--- src/rtl/fifo_flush_arbiter_if.sv ---
// ============================================================================
// Module      : fifo_flush_arbiter_if
// Description : Bundles the signals around fifo_flush_arbiter into one port.
//               This covers the producer write side, the consumer read side,
//               the flush request, status, and the FIFO control/data lines.
//               slave  : view used by the arbiter itself.
//               master : view used by the surrounding logic / testbench.
//               Macro FIFO_FLUSH_ARB_PERF_EN adds perf_stall_cnt and
//               perf_flush_cnt (arbiter outputs).
// Revision    : 1.0 - initial release
// ============================================================================
`default_nettype none

interface fifo_flush_arbiter_if #(
    parameter int REQ_NUM  = 4,
    parameter int ID_W     = 2,
    parameter int DATA_LEN = 32
);
    logic                         flush_req;
    logic [REQ_NUM-1:0]           req_valid;
    logic [REQ_NUM*DATA_LEN-1:0]  req_data;
    logic [REQ_NUM-1:0]           req_ready;
    logic [ID_W-1:0]              grant_id;
    logic                         out_valid;
    logic [DATA_LEN-1:0]          out_data;
    logic                         out_ready;
    logic                         busy;
    logic                         fifo_wen;
    logic [DATA_LEN-1:0]          fifo_wdata;
    logic                         fifo_ren;
    logic                         fifo_flush;
    logic [DATA_LEN-1:0]          fifo_rdata;
    logic                         fifo_full;
    logic                         fifo_empty;
`ifdef FIFO_FLUSH_ARB_PERF_EN
    logic [31:0]                  perf_stall_cnt;
    logic [15:0]                  perf_flush_cnt;

    modport slave (
        input  flush_req, req_valid, req_data, out_ready,
               fifo_rdata, fifo_full, fifo_empty,
        output req_ready, grant_id, out_valid, out_data, busy,
               fifo_wen, fifo_wdata, fifo_ren, fifo_flush,
               perf_stall_cnt, perf_flush_cnt
    );

    modport master (
        output flush_req, req_valid, req_data, out_ready,
               fifo_rdata, fifo_full, fifo_empty,
        input  req_ready, grant_id, out_valid, out_data, busy,
               fifo_wen, fifo_wdata, fifo_ren, fifo_flush,
               perf_stall_cnt, perf_flush_cnt
    );
`else
    modport slave (
        input  flush_req, req_valid, req_data, out_ready,
               fifo_rdata, fifo_full, fifo_empty,
        output req_ready, grant_id, out_valid, out_data, busy,
               fifo_wen, fifo_wdata, fifo_ren, fifo_flush
    );

    modport master (
        output flush_req, req_valid, req_data, out_ready,
               fifo_rdata, fifo_full, fifo_empty,
        input  req_ready, grant_id, out_valid, out_data, busy,
               fifo_wen, fifo_wdata, fifo_ren, fifo_flush
    );
`endif

endinterface

`default_nettype wire

--- src/rtl/fifo_flush_arbiter.sv ---
// ============================================================================
// Module      : fifo_flush_arbiter
// Description : Round-robin write-port arbiter and flush sequencer for one
//               fifo_with_flush instance.
//               REQ_NUM valid/ready producers share the FIFO write port.
//               The FIFO read side is presented as valid/ready.
//               A flush request becomes a clean FLUSH/HOLD sequence, so no
//               push or pop coincides with the flush.
//   clk  : clock
//   rst  : synchronous reset, active-high
//   bus  : fifo_flush_arbiter_if.slave. It carries these signals:
//          flush_req, req_valid/req_data/req_ready, grant_id,
//          out_valid/out_data/out_ready, busy,
//          fifo_wen/fifo_wdata/fifo_ren/fifo_flush,
//          fifo_rdata/fifo_full/fifo_empty
//   Optional macro FIFO_FLUSH_ARB_PERF_EN adds two counters:
//          perf_stall_cnt (cycles with a producer waiting and no write)
//          perf_flush_cnt (entries into FLUSH)
// Revision    : 1.0 - initial release
// ============================================================================
`default_nettype none

module fifo_flush_arbiter #(
    parameter int REQ_NUM    = 4,
    parameter int ID_W       = 2,
    parameter int DATA_LEN   = 32,
    parameter int FLUSH_HOLD = 2
) (
    input  logic                   clk,
    input  logic                   rst,
    fifo_flush_arbiter_if.slave    bus
);

    localparam logic [1:0] c_RUN       = 2'd0;
    localparam logic [1:0] c_FLUSH     = 2'd1;
    localparam logic [1:0] c_HOLD      = 2'd2;
    localparam logic [3:0] c_HOLD_LOAD = 4'(FLUSH_HOLD);
    localparam logic [ID_W-1:0] c_LAST_ID = ID_W'(REQ_NUM - 1);

    logic [1:0]          r_state;
    logic [1:0]          w_state_nxt;
    logic [3:0]          r_hold_cnt;
    logic [3:0]          w_hold_nxt;
    logic [ID_W-1:0]     r_rr_ptr;
    logic [ID_W-1:0]     w_grant;
    logic [ID_W:0]       w_idx;
    logic                w_found;
    logic                w_run;
    logic                w_wen;
    logic                w_out_valid;
    logic [REQ_NUM-1:0]  w_ready;

    // ------------------------------------------------------------------
    // State register
    // ------------------------------------------------------------------
    always_ff @(posedge clk) begin
        if (rst) begin
            r_state    <= c_RUN;
            r_hold_cnt <= 4'd0;
        end else begin
            r_state    <= w_state_nxt;
            r_hold_cnt <= w_hold_nxt;
        end
    end

    // ------------------------------------------------------------------
    // Next-state logic. A flush request has priority in every state.
    // A request that arrives during HOLD restarts the whole sequence.
    // hold_cnt counts the HOLD cycles that remain, including the current one.
    // ------------------------------------------------------------------
    always_comb begin
        w_state_nxt = r_state;
        w_hold_nxt  = r_hold_cnt;
        if (bus.flush_req) begin
            w_state_nxt = c_FLUSH;
            w_hold_nxt  = c_HOLD_LOAD;
        end else begin
            case (r_state)
                c_RUN: begin
                    w_state_nxt = c_RUN;
                end
                c_FLUSH: begin
                    w_state_nxt = (c_HOLD_LOAD == 4'd0) ? c_RUN : c_HOLD;
                end
                c_HOLD: begin
                    if (r_hold_cnt <= 4'd1) begin
                        w_state_nxt = c_RUN;
                        w_hold_nxt  = 4'd0;
                    end else begin
                        w_hold_nxt  = r_hold_cnt - 4'd1;
                    end
                end
                default: begin
                    w_state_nxt = c_RUN;
                    w_hold_nxt  = 4'd0;
                end
            endcase
        end
    end

    // ------------------------------------------------------------------
    // Round-robin grant. The search starts at rr_ptr and wraps modulo
    // REQ_NUM. The extra index bit lets the wrap subtraction work when
    // REQ_NUM is not a power of two.
    // ------------------------------------------------------------------
    always_comb begin
        w_found = 1'b0;
        w_grant = '0;
        w_idx   = '0;
        for (int k = 0; k < REQ_NUM; k++) begin
            w_idx = {1'b0, r_rr_ptr} + (ID_W+1)'(k);
            if (w_idx >= (ID_W+1)'(REQ_NUM)) begin
                w_idx = w_idx - (ID_W+1)'(REQ_NUM);
            end
            if (!w_found && bus.req_valid[w_idx[ID_W-1:0]]) begin
                w_found = 1'b1;
                w_grant = w_idx[ID_W-1:0];
            end
        end
    end

    // A same-cycle flush request already blocks traffic, before the state changes.
    assign w_run       = (r_state == c_RUN) && !bus.flush_req;
    assign w_wen       = w_run && !bus.fifo_full && (|bus.req_valid);
    assign w_out_valid = w_run && !bus.fifo_empty;

    always_comb begin
        w_ready = '0;
        for (int i = 0; i < REQ_NUM; i++) begin
            w_ready[i] = w_wen && (w_grant == ID_W'(i));
        end
    end

    always_ff @(posedge clk) begin
        if (rst) begin
            r_rr_ptr <= '0;
        end else if (w_wen) begin
            r_rr_ptr <= (w_grant == c_LAST_ID) ? '0 : w_grant + ID_W'(1);
        end
    end

    assign bus.req_ready  = w_ready;
    assign bus.grant_id   = w_grant;
    assign bus.fifo_wen   = w_wen;
    assign bus.fifo_wdata = bus.req_data[w_grant*DATA_LEN +: DATA_LEN];
    assign bus.out_valid  = w_out_valid;
    assign bus.out_data   = bus.fifo_rdata;
    assign bus.fifo_ren   = w_out_valid && bus.out_ready;
    assign bus.fifo_flush = (r_state == c_FLUSH);
    assign bus.busy       = (r_state != c_RUN);

`ifdef FIFO_FLUSH_ARB_PERF_EN
    logic [31:0] r_perf_stall_cnt;
    logic [15:0] r_perf_flush_cnt;

    // Both counters wrap silently, and a flush does not clear them.
    always_ff @(posedge clk) begin
        if (rst) begin
            r_perf_stall_cnt <= 32'd0;
            r_perf_flush_cnt <= 16'd0;
        end else begin
            if ((|bus.req_valid) && !w_wen) begin
                r_perf_stall_cnt <= r_perf_stall_cnt + 32'd1;
            end
            if ((w_state_nxt == c_FLUSH) && (r_state != c_FLUSH)) begin
                r_perf_flush_cnt <= r_perf_flush_cnt + 16'd1;
            end
        end
    end

    assign bus.perf_stall_cnt = r_perf_stall_cnt;
    assign bus.perf_flush_cnt = r_perf_flush_cnt;
`endif

endmodule

`default_nettype wire

--- src/flat_wrapper.sv ---
// flat-port wrapper written by rule: the top's interface ports become plain ports
module fifo_flush_arbiter_flat 
#(
    parameter int REQ_NUM    = 4,
    parameter int ID_W       = 2,
    parameter int DATA_LEN   = 32,
    parameter int FLUSH_HOLD = 2
)
  (clk, rst, bus_flush_req, bus_req_valid, bus_req_data, bus_out_ready, bus_fifo_rdata, bus_fifo_full, bus_fifo_empty, bus_req_ready, bus_grant_id, bus_out_valid, bus_out_data, bus_busy, bus_fifo_wen, bus_fifo_wdata, bus_fifo_ren, bus_fifo_flush);
  fifo_flush_arbiter_if #(.REQ_NUM(REQ_NUM), .ID_W(ID_W), .DATA_LEN(DATA_LEN)) bus_i ();
  input  logic clk;
  input  logic rst;
  input wire logic [$bits(bus_i.flush_req)-1:0] bus_flush_req;
  input wire logic [$bits(bus_i.req_valid)-1:0] bus_req_valid;
  input wire logic [$bits(bus_i.req_data)-1:0] bus_req_data;
  input wire logic [$bits(bus_i.out_ready)-1:0] bus_out_ready;
  input wire logic [$bits(bus_i.fifo_rdata)-1:0] bus_fifo_rdata;
  input wire logic [$bits(bus_i.fifo_full)-1:0] bus_fifo_full;
  input wire logic [$bits(bus_i.fifo_empty)-1:0] bus_fifo_empty;
  output wire logic [$bits(bus_i.req_ready)-1:0] bus_req_ready;
  output wire logic [$bits(bus_i.grant_id)-1:0] bus_grant_id;
  output wire logic [$bits(bus_i.out_valid)-1:0] bus_out_valid;
  output wire logic [$bits(bus_i.out_data)-1:0] bus_out_data;
  output wire logic [$bits(bus_i.busy)-1:0] bus_busy;
  output wire logic [$bits(bus_i.fifo_wen)-1:0] bus_fifo_wen;
  output wire logic [$bits(bus_i.fifo_wdata)-1:0] bus_fifo_wdata;
  output wire logic [$bits(bus_i.fifo_ren)-1:0] bus_fifo_ren;
  output wire logic [$bits(bus_i.fifo_flush)-1:0] bus_fifo_flush;
  assign bus_i.flush_req = bus_flush_req;
  assign bus_i.req_valid = bus_req_valid;
  assign bus_i.req_data = bus_req_data;
  assign bus_i.out_ready = bus_out_ready;
  assign bus_i.fifo_rdata = bus_fifo_rdata;
  assign bus_i.fifo_full = bus_fifo_full;
  assign bus_i.fifo_empty = bus_fifo_empty;
  assign bus_req_ready = bus_i.req_ready;
  assign bus_grant_id = bus_i.grant_id;
  assign bus_out_valid = bus_i.out_valid;
  assign bus_out_data = bus_i.out_data;
  assign bus_busy = bus_i.busy;
  assign bus_fifo_wen = bus_i.fifo_wen;
  assign bus_fifo_wdata = bus_i.fifo_wdata;
  assign bus_fifo_ren = bus_i.fifo_ren;
  assign bus_fifo_flush = bus_i.fifo_flush;
  fifo_flush_arbiter #(.REQ_NUM(REQ_NUM), .ID_W(ID_W), .DATA_LEN(DATA_LEN), .FLUSH_HOLD(FLUSH_HOLD)) u_core (.clk(clk), .rst(rst), .bus(bus_i));
endmodule
--- config.mk ---
export PLATFORM = sky130hd
export DESIGN_NAME = fifo_flush_arbiter_flat
export DESIGN_NICKNAME = d
export VERILOG_FILES = /design/src/rtl/fifo_flush_arbiter_if.sv /design/src/rtl/fifo_flush_arbiter.sv /design/src/flat_wrapper.sv
export SDC_FILE = /design/constraint.sdc
export NUM_CORES = 1
export LEC_CHECK = 0
export BUFFER_PORTS_ARGS = -buffer_cell sky130_fd_sc_hd__buf_4
export CAP_MARGIN = 0
export CORE_AREA = 2 2 94 96
export DETAILED_ROUTE_END_ITERATION = 6
export DIE_AREA = 0 0 96 98
export HOLD_SLACK_MARGIN = 0.1
export PLACE_DENSITY = 0.67
export RECOVER_POWER = 25
export SLEW_MARGIN = 10
export SYNTH_ARGS = -nofsm -noshare
export SYNTH_HDL_FRONTEND = slang
export SYNTH_SLANG_ARGS = --single-unit
--- constraint.sdc ---
create_clock -name clk -period 1.9 [get_ports clk]
set_input_delay 0.38 -clock clk [delete_from_list [all_inputs] [get_ports clk]]
set_output_delay 0.38 -clock clk [all_outputs]
set_load 0.03 [all_outputs]
==> impl_metrics.tcl <==
set metrics [dict create \
    post_detailed_placement_cell_area_mm2 0.00361 \
    synth_largest_type_area_fraction_pct 53.2 \
    drtAntennaViolNets 0 \
    via_count_of_the_first_global_routing_pass 2193 \
    hold_class "primary input to flop" \
    floorplan.die.width_um 96 \
    critPathSlowestCell "dfxtp_4" \
    achievable-frequency_ghz 0.440 \
    worst_ep_required_time_ps 1520 \
    power_mw 2.00 \
    postSynthRegisterBits 8 \
    grt_use_total_pct 13.7 \
    yosysSeqAreaShare_pct 8.78 \
    detail_route.iter0.violations 21 \
    yosys-top-cells-area "mux2i_1 53%, buf_4 16%, dfxtp_1 8.8%" \
    reg2reg_from "u_core.r_rr_ptr[1]" \
    hold_viol_final 0 \
    initial_cell_density_of_the_core_pct 21.5 \
    die_area_mm2 0.00941 \
    drt_pass1_iterations 3 \
    finalNonFillerCells 471 \
    timing.max_cap.violations 0 \
    path_clk_slew_ps 40 \
    cts_max_level 1 \
    power_density_mw_per_mm2 501 \
    io_pins 245 \
    cell_count_after_synthesis 199 \
    final_common_cell "buf_4" \
    place.detailed.instances 460 \
    avgSynthCellArea_um2 9.17 \
    finalWorstSetupSlack_ps -375 \
    cp.buffers_inverters 3 \
    antenna-diode-count 0 \
    drv_slew 0 \
    timing.critical_path.fanout_max 7 \
    finClkSkew_ps 3.74 \
    timing.setup.tns_ps -12650 \
    route.detailed.drc 0 \
    average_wire_per_cell_in_the_routed_design_um 14.4 \
    detail_route.wirelength_um 6760 \
    syn-cell-area_mm2 0.00182 \
    worst_ir_drop_vdd_mv 0.187 \
    worst_setup_path_startpoint "u_core.r_rr_ptr[1]" \
    fp.dieH_um 98 \
    areaGrowthSynthToFinish_pct 119 \
    cpPeakStageDelay_ps 350 \
    run_status "finished with violations" \
    setup.worst_path.start_class "flop" \
    timing.critical_path.mode_cell "buf_12" \
    place.gp.congestion 0.770 \
    grt_start_max_net_pins 34 \
    grt-ovfl-total 0 \
    nets 537 \
    critical-path-top-delay-family "buffers and inverters" \
    power.leakage_nw 1.72 \
    violations "negative setup slack" \
    endpoint_kind "output pin" \
    initial_antenna_violation_count 0 \
    worstSkewPairLatency_ps 230 \
    timing.setup.critical_path_class "flop to output pin" \
    yosysUniqueCellTypes 29 \
    cts.sink_count 8 \
    tightest_slew_ps 491 \
    yosysWarnings 0 \
    setup_repair_after_global_routing_missed_its_margin "yes" \
    routed_via_density 4.49 \
    core.rowCount 34 \
    timing.hold.worst.start "rst" \
    core_mm2 0.00847 \
    synth_top_area_cell "mux2i_1" \
    cts.path.max_buffers 2 \
    crit_path_cell_chain "mux2i_1 > nor2_1 > a311oi_4 > buf_12 > buf_12 > mux2i_4 > buf_6" \
    hold-worst-slack_ps 391 \
    timing.critical_path.arrival_ps 1890 \
    syn_nets 371 \
    final_core_utilization_pct 47.1 \
    period_minus_slack_ps 2270 \
    layout.filler_cells 809 \
    vias 2117 \
    max_slew_margin_pct 67.2 \
    design_area_mm2 0.00399 \
    dpl_worst_slack_ps -353 \
    io_buffer_count 180 \
    cts_buffers 3 \
    tritoncts "done" \
    min_period_over_period_pct 120 \
    dpl.hpwl_um 5600 \
    layout.cells.most_common_list "153 x buf_4, 55 x mux2i_1, 42 x buf_6" \
    drive_above_1_share_pct 74.1 \
    grt_first_pass_wirelength_um 10300 \
    setup_viol_count_final 37 \
    cts_root_buf "clkbuf_8" \
]
==> where the power goes <==
part / internal, mW / leakage, nW / switching [mW]
registers: 0.175 / 0.0666 / 0.00515
clock network: 0.138 / 0.0216 / 0.0700
logic: 0.878 / 1.63 / 0.731
==> sequential cells by signal, indices dropped and copies added, names as in the netlist <==
name,cells
u_core.r_hold_cnt,4
u_core.r_rr_ptr,2
u_core.r_state,2
==> synthesized netlist by cell type <==
cell type and number:
mux2i_1 97, buf_4 38, dfxtp_1 8, nor2_1 8, buf_6 6, inv_1 6
a21oi_1 5, nor3_1 5, nor3b_1 3, o21ai_0 3, ha_1 2, a211oi_1 1
a311oi_1 1, and2_1 1, and3_4 1, and3b_1 1, clkbuf_1 1, mux2_2 1
nand2_1 1, nand2b_1 1, nor3b_2 1, nor4_1 1, nor4_2 1, nor4_4 1
o21ai_2 1, o221a_2 1, o2bb2a_4 1, o311ai_1 1, or2_1 1
==> worst paths after layout <==
kind	endpoint	slack, ps	cells past startpoint
setup / recovery	bus_fifo_wdata[14]	-370	7
hold / removal	u_core.r_rr_ptr[1]	390	2
setup reg to reg	u_core.r_rr_ptr[1]	60	9
hold reg to reg	u_core.r_hold_cnt[3]	550	2
==> worst register-to-register path: stages, from the launching register on <==
cell and delay, ps:
dfxtp_4 350, mux2i_1 170, nor2_1 80, a311oi_4 320, buf_6 200, buf_12 140
buf_6 110, nor3b_4 40, buf_6 120, nor4_4 220
==> cells by family (layout without fill, tap and decap cells) <==
group / count (synthesis) / in the layout / synth area share [%]
AOI/OAI and AO/OA: 14 / 14 / 5.76
adders and majority gates: 2 / 2 / 1.37
buffers and inverters: 51 / 215 / 20.8
DFF: 8 / 8 / 8.78
and+or+nand+nor: 26 / 26 / 9.47
muxes: 98 / 98 / 53.8
==> area by class of cell <==
| class | count | area (um^2) | share of cell area (%) |
|---|---|---|---|
| tap | 108 | 135 | 3.39 |
| clock buffer | 3 | 41.3 | 1.04 |
| inverter | 6 | 22.5 | 0.565 |
| sequential | 8 | 165 | 4.14 |
| multi-input combinational | 140 | 1800 | 45.1 |
| timing repair buffer | 206 | 1830 | 45.8 |
==> layer usage <==
| metal | vias to the layer above | global-route usage (%) | part of all wire (%) |
|---|---|---|---|
| li1 | 1023 | - | - |
| met1 | 964 | 15.1 | 34 |
| met2 | 106 | 25.2 | 54 |
| met3 | 24 | 2.85 | 8.9 |
| met4 | 0 | 5.05 | 2.7 |
| met5 | - | 0 | 0 |
==> what timing repair did <==
action / CTS / global route
endpoints found under the setup margin: 37 / 43
buffers inserted: 7 / 2
endpoints found under the hold margin: 0 / 0
gates resized for setup: 47 / 13
hold buffers: 0 / 0
pin swaps: 4 / 8
Note: power is estimated with default switching activity, not from simulation.
